[src/rtl/trap_halt_ctrl.sv]
// Ebreak trap responder: accepts the commit-stage trap, stalls the core while
// writebacks drain, then holds a sticky halted/verdict status plus run counters.
module trap_halt_ctrl #(
  parameter int XLEN      = 64,
  parameter int DRAIN_MAX = 16,
  parameter int CNT_W     = 64
) (
  input  logic             clock,
  input  logic             reset,
  input  logic             trap_valid,
  input  logic [XLEN-1:0]  trap_code,
  input  logic [XLEN-1:0]  trap_pc,
  output logic             trap_ready,
  input  logic             inst_retire,
  input  logic             wb_pending,
  output logic             stall,
  output logic             halted,
  output logic             good_trap,
  output logic             bad_trap,
  output logic             drain_tmo,
  output logic [XLEN-1:0]  exit_code,
  output logic [XLEN-1:0]  exit_pc,
  output logic [CNT_W-1:0] cycle_cnt,
  output logic [CNT_W-1:0] instret
);

  typedef enum logic [1:0] {
    RUN   = 2'd0,
    DRAIN = 2'd1,
    DONE  = 2'd2
  } state_t;

  localparam int DW = (DRAIN_MAX > 2) ? $clog2(DRAIN_MAX) : 1;
  localparam logic [DW-1:0] DRAIN_LAST = DW'(DRAIN_MAX - 1);

  state_t        state;
  logic [DW-1:0] drain_cnt;
  logic          drain_end;
  logic          code_zero;

  // The drain ends either because writebacks are gone or the budget ran out;
  // wb_pending still high at that point is what marks the timeout.
  assign drain_end = !wb_pending || (drain_cnt == DRAIN_LAST);
  assign code_zero = (exit_code == '0);

  // NOTE: every state element, counters and latches included, is cleared by the
  // synchronous reset, and all of it is assigned with non-blocking <= so the
  // next-state reads below always see the pre-edge values.
  always_ff @(posedge clock) begin
    if (!reset) begin
      state      <= RUN;
      trap_ready <= 1'b1;
      stall      <= 1'b0;
      halted     <= 1'b0;
      good_trap  <= 1'b0;
      bad_trap   <= 1'b0;
      drain_tmo  <= 1'b0;
      exit_code  <= '0;
      exit_pc    <= '0;
      drain_cnt  <= '0;
      cycle_cnt  <= '0;
      instret    <= '0;
    end else begin
      if (!halted) cycle_cnt <= cycle_cnt + CNT_W'(1);

      unique case (state)
        RUN: begin
          // A retire in the accept cycle is the ebreak itself and still counts.
          if (inst_retire) instret <= instret + CNT_W'(1);
          if (trap_valid && trap_ready) begin
            exit_code  <= trap_code;
            exit_pc    <= trap_pc;
            drain_cnt  <= '0;
            state      <= DRAIN;
            trap_ready <= 1'b0;
            stall      <= 1'b1;
          end
        end
        DRAIN: begin
          if (drain_end) begin
            state     <= DONE;
            halted    <= 1'b1;
            drain_tmo <= wb_pending;
            good_trap <= code_zero && !wb_pending;
            bad_trap  <= !code_zero || wb_pending;
          end else begin
            drain_cnt <= drain_cnt + DW'(1);
          end
        end
        default: ;  // DONE is absorbing until reset
      endcase
    end
  end

endmodule

[config.mk]
export PLATFORM = sky130hd
export DESIGN_NAME = trap_halt_ctrl
export DESIGN_NICKNAME = d
export VERILOG_FILES = /design/src/rtl/trap_halt_ctrl.sv
export SDC_FILE = /design/constraint.sdc
export NUM_CORES = 1
export LEC_CHECK = 0
export CORE_MARGIN = 1.5
export CORE_UTILIZATION = 49
export DETAILED_ROUTE_END_ITERATION = 8
export PLACE_DENSITY = 0.95
export RECOVER_POWER = 25
export REMOVE_ABC_BUFFERS = 1
export SLEW_MARGIN = 20
export SYNTH_ARGS = -nofsm -noshare
export SYNTH_HDL_FRONTEND = slang
export SYNTH_SLANG_ARGS = --single-unit
[constraint.sdc]
create_clock -name clock -period 5.25 [get_ports clock]
set_clock_uncertainty 0.15 [all_clocks]
set_input_delay 1.05 -clock clock [delete_from_list [all_inputs] [get_ports clock]]
set_output_delay 1.05 -clock clock [all_outputs]
set_load 0.02 [all_outputs]
==> metrics.md <==
| Metric | Value |
|---|---|
| Outcome | complete, but fails checks |
| Violated checks | DRC, capacitance limit, slew limit |
| Max Slew Vio Count | 39 |
| WP data required | between 5000 and 6000 ps |
| FF-to-FF End | cycle_cnt[42]$_SDFFE_PN0N_ |
| Synth top area share | 48.7% |
| Vias in the first global route | roughly 12,000 |
| Final wirelength | about 40,000 um |
| Share of cells above drive strength 1 | 3.68% |
| Crit path time final | approximately 3700 ps |
| Post-synth cell types | 49 |
| Post-DRT Antenna Nets | 0 |
| Initial DRT Pass Iterations | 8 |
| Starting Density | about 50% |
| Worst skew pair latency | between 500 and 600 ps |
| CTS root buf | clkbuf_16 |
| Syn. warnings | 0 |
| DRC violations left | 17 |
| Post-CTS Resized | 0 |
| DP Wirelength | 26,700 um |
| Syn Area/Cell | between 7 and 8 sq um |
| Die W | ~150 um |
| Die height | ~150 um |
| Post-CTS Hold Buffers | 0 |
| Reg2reg path depth | 5 |
| Worst Hold End | exit_pc[45]$_SDFFE_PN0P_ |
| Syn Inst Count | 1,378 |
| Sequential area share after synthesis | approximately half |
| Clk sinks | between 200 and 300 |
| Row count | 54 |
| Post-route design area | ~0.016 sq mm |
| DP Area | approximately 0.015 sq mm |
| Gr usage total | about a third |
| Count of final setup violators | 0 |
| Top Ports | 395 |
| FF-to-FF Start | cycle_cnt[9]$_SDFFE_PN0N_ |
| Vias | 12,033 |
| Largest net degree at the start of global routing | 160 |
| Core region area | between 0.02 and 0.025 sq mm |
| NumNets Final | between 1,500 and 2,000 |
| Filler cells | 1,458 |
| Layout Cells excl Fill | 2,061 |
| Final Hold Fails | 0 |
| TritonCTS Buffers | 29 |
| WP data arrival | just under 4000 ps |
| Vias/cell | 5.84 |
| Worst-case clock buffer depth | 3 |
| Antenna violations before repair | 15 |
| Yosys reg bits | between 200 and 300 |
| Crit start category | input pin |
| Max Cap Viol | 1 |
| Iteration-0 DRC Markers | approximately 970 |
| Area delta synth->final | 46.4% |
| Crit path launch | reset |
| Leak pwr | about 5.4 nW |
| I/O Buffers | around 400 |
| Unrepaired setup endpoints after global routing | false |
| Footprint of the multi-input gates | between 0.005 and 0.006 sq mm |
| Routed len/inst | 19.3 um |
| First-pass GRT wire length | approximately 60,000 um |
| Synth top area cells | dfxtp_1, nand2_1, a21oi_1, nand4_1, nor2_1 |
| Die area | between 0.02 and 0.025 sq mm |
| Slew headroom | -9.40% |
| Hold path start | exit_pc[45]$_SDFFE_PN0P_ |
| R2R setup slack | about 1500 ps |
| Worst Hold Class | reg -> reg |
| Kind of critical path | in -> reg |
| Reg clk slew, reported paths | ~70 ps |
| CP max FO | 159 |
| Ys async rst share | 0% |
| Fmax | 267 MHz |
| Cell with the most instances after synthesis | nand2_1 |
| Post-synth top cells | nand2_1, dfxtp_1, a21oi_1, nor2_1, clkbuf_1 |
| Gr ovfl total | 0 |
| Leading area contributor after synthesis | dfxtp_1 |
| Peak supply drop | roughly 0.27 mV |
| Worst-Margin Slew | 1640 ps |
| Fin util | roughly 73% |
| Dpl cells | 1,994 |
| TNS Setup | 0 ps |
| CP Capture Type | register |
| P per Cell Area | roughly 300 mW/mm^2 |
| Hold depth | 2 |
| Post-synth EDFFs | 0 |
| Reg area | approximately 0.0054 sq mm |
| CTS tree | done |
| Synth Cell Area | roughly 0.011 sq mm |
| Ys flop type | dfxtp_1 |
| RD Place Congestion | slightly above 0.9 |
| H-Tree Level Count | 1 |
| Postcts setup bufs | 0 |
| Fin crit share | ~71% |
[worst max path at each step]
stage,to,slack [ps],depth (start not counted)
2_1_floorplan,drain_cnt[1]$_SDFFE_PN0P_,920,3
3_3_place_gp,instret[34]$_SDFFE_PN0P_,1450,6
3_5_place_dp,instret[34]$_SDFFE_PN0P_,1200,6
4_1_cts,instret[34]$_SDFFE_PN0P_,1760,6
5_1_grt,cycle_cnt[48]$_SDFFE_PN0N_,1180,5
6_report,exit_pc[34]$_SDFFE_PN0P_,1510,4
[cell families (layout without fill, tap and decap cells)]
family	count (synthesis)	count (layout)	share of synthesized area, %
AOI/OAI and AO/OA	258	258	12.2
xor gates and xnor gates	61	61	4.85
adders and majority gates	3	3	0.341
buffers and inverters	88	476	3.02
DFF	268	268	48.7
muxes	6	6	0.546
other	0	15	0
and+or+nand+nor	694	694	30.3
[critical path: stages]
cell	delay [ps]
dlygate4sd3_1	630
inv_8	630
clkbuf_1	1260
a21oi_1	210
[flip-flops by register name (all words and copies together), names as in the netlist, 2 cells and up]
register   flops
cycle_cnt     64
drain_cnt      4
exit_code     64
exit_pc       64
instret       64
state          2
[per-layer routing]
| layer | GRT usage [%] | vias up | part of all wire (%) |
|---|---|---|---|
| li1 | - | 5540 | - |
| met1 | 34.5 | 5709 | 35 |
| met2 | 55.5 | 627 | 48 |
| met4 | 19.6 | 0 | 6.6 |
| met5 | 0 | - | 0 |
| met3 | 10.1 | 157 | 10 |
[cell type report]
class                           instances  share of cell area, %
Tap cell                              280                   2.17
Clock buffer                           41                   5.16
Antenna cell                           15                  0.233
Sequential cell                       268                   33.3
Inverter                               19                  0.489
Clock inverter                         11                  0.722
Multi-Input combinational cell       1022                   33.1
Timing Repair Buffer                  405                   24.9
[per-stage QoR]
step | hold WS, ps | power (mW) | setup WS (ps)
2_1_floorplan | 328 | 2.57 | 917
3_3_place_gp | 291 | 2.93 | 1450
3_5_place_dp | 297 | 2.95 | 1200
4_1_cts | 303 | 4.98 | 1760
5_1_grt | 323 | 5.11 | 1180
6_report | 304 | 4.98 | 1510
[cell usage in the layout, fill, tap and decap left out, drive strengths merged, types with 3 or more instances in the layout]
master         Yosys  final
a21oi            191    191
and2               9      9
and3              10     10
and4              15     15
buf                5      6
clkbuf            64     46
clkdlybuf4s50      0    374
clkinv             0      5
clkinvlp           0      3
dfxtp            268    268
diode              0     15
dlygate4sd3        0     20
ha                 3      3
inv               19     20
mux2i              6      6
nand2            322    322
nand2b             7      7
nand3             54     54
nand3b             4      4
nand4             56     56
nor2              90     90
nor3              18     18
nor4              39     39
o21ai             50     50
o31ai              6      6
or3               45     45
or4               16     16
xnor2             32     32
xor2              29     29
[report_power, final]
group          internal [mW]  leakage (nW)  switching (mW)
Sequential              2.13          2.18          0.0763
Combinational          0.318          2.75           0.407
Clock                   1.20         0.460           0.853
Total                   3.64          5.39            1.34
No activity file was read; power rests on OpenSTA's default activity.
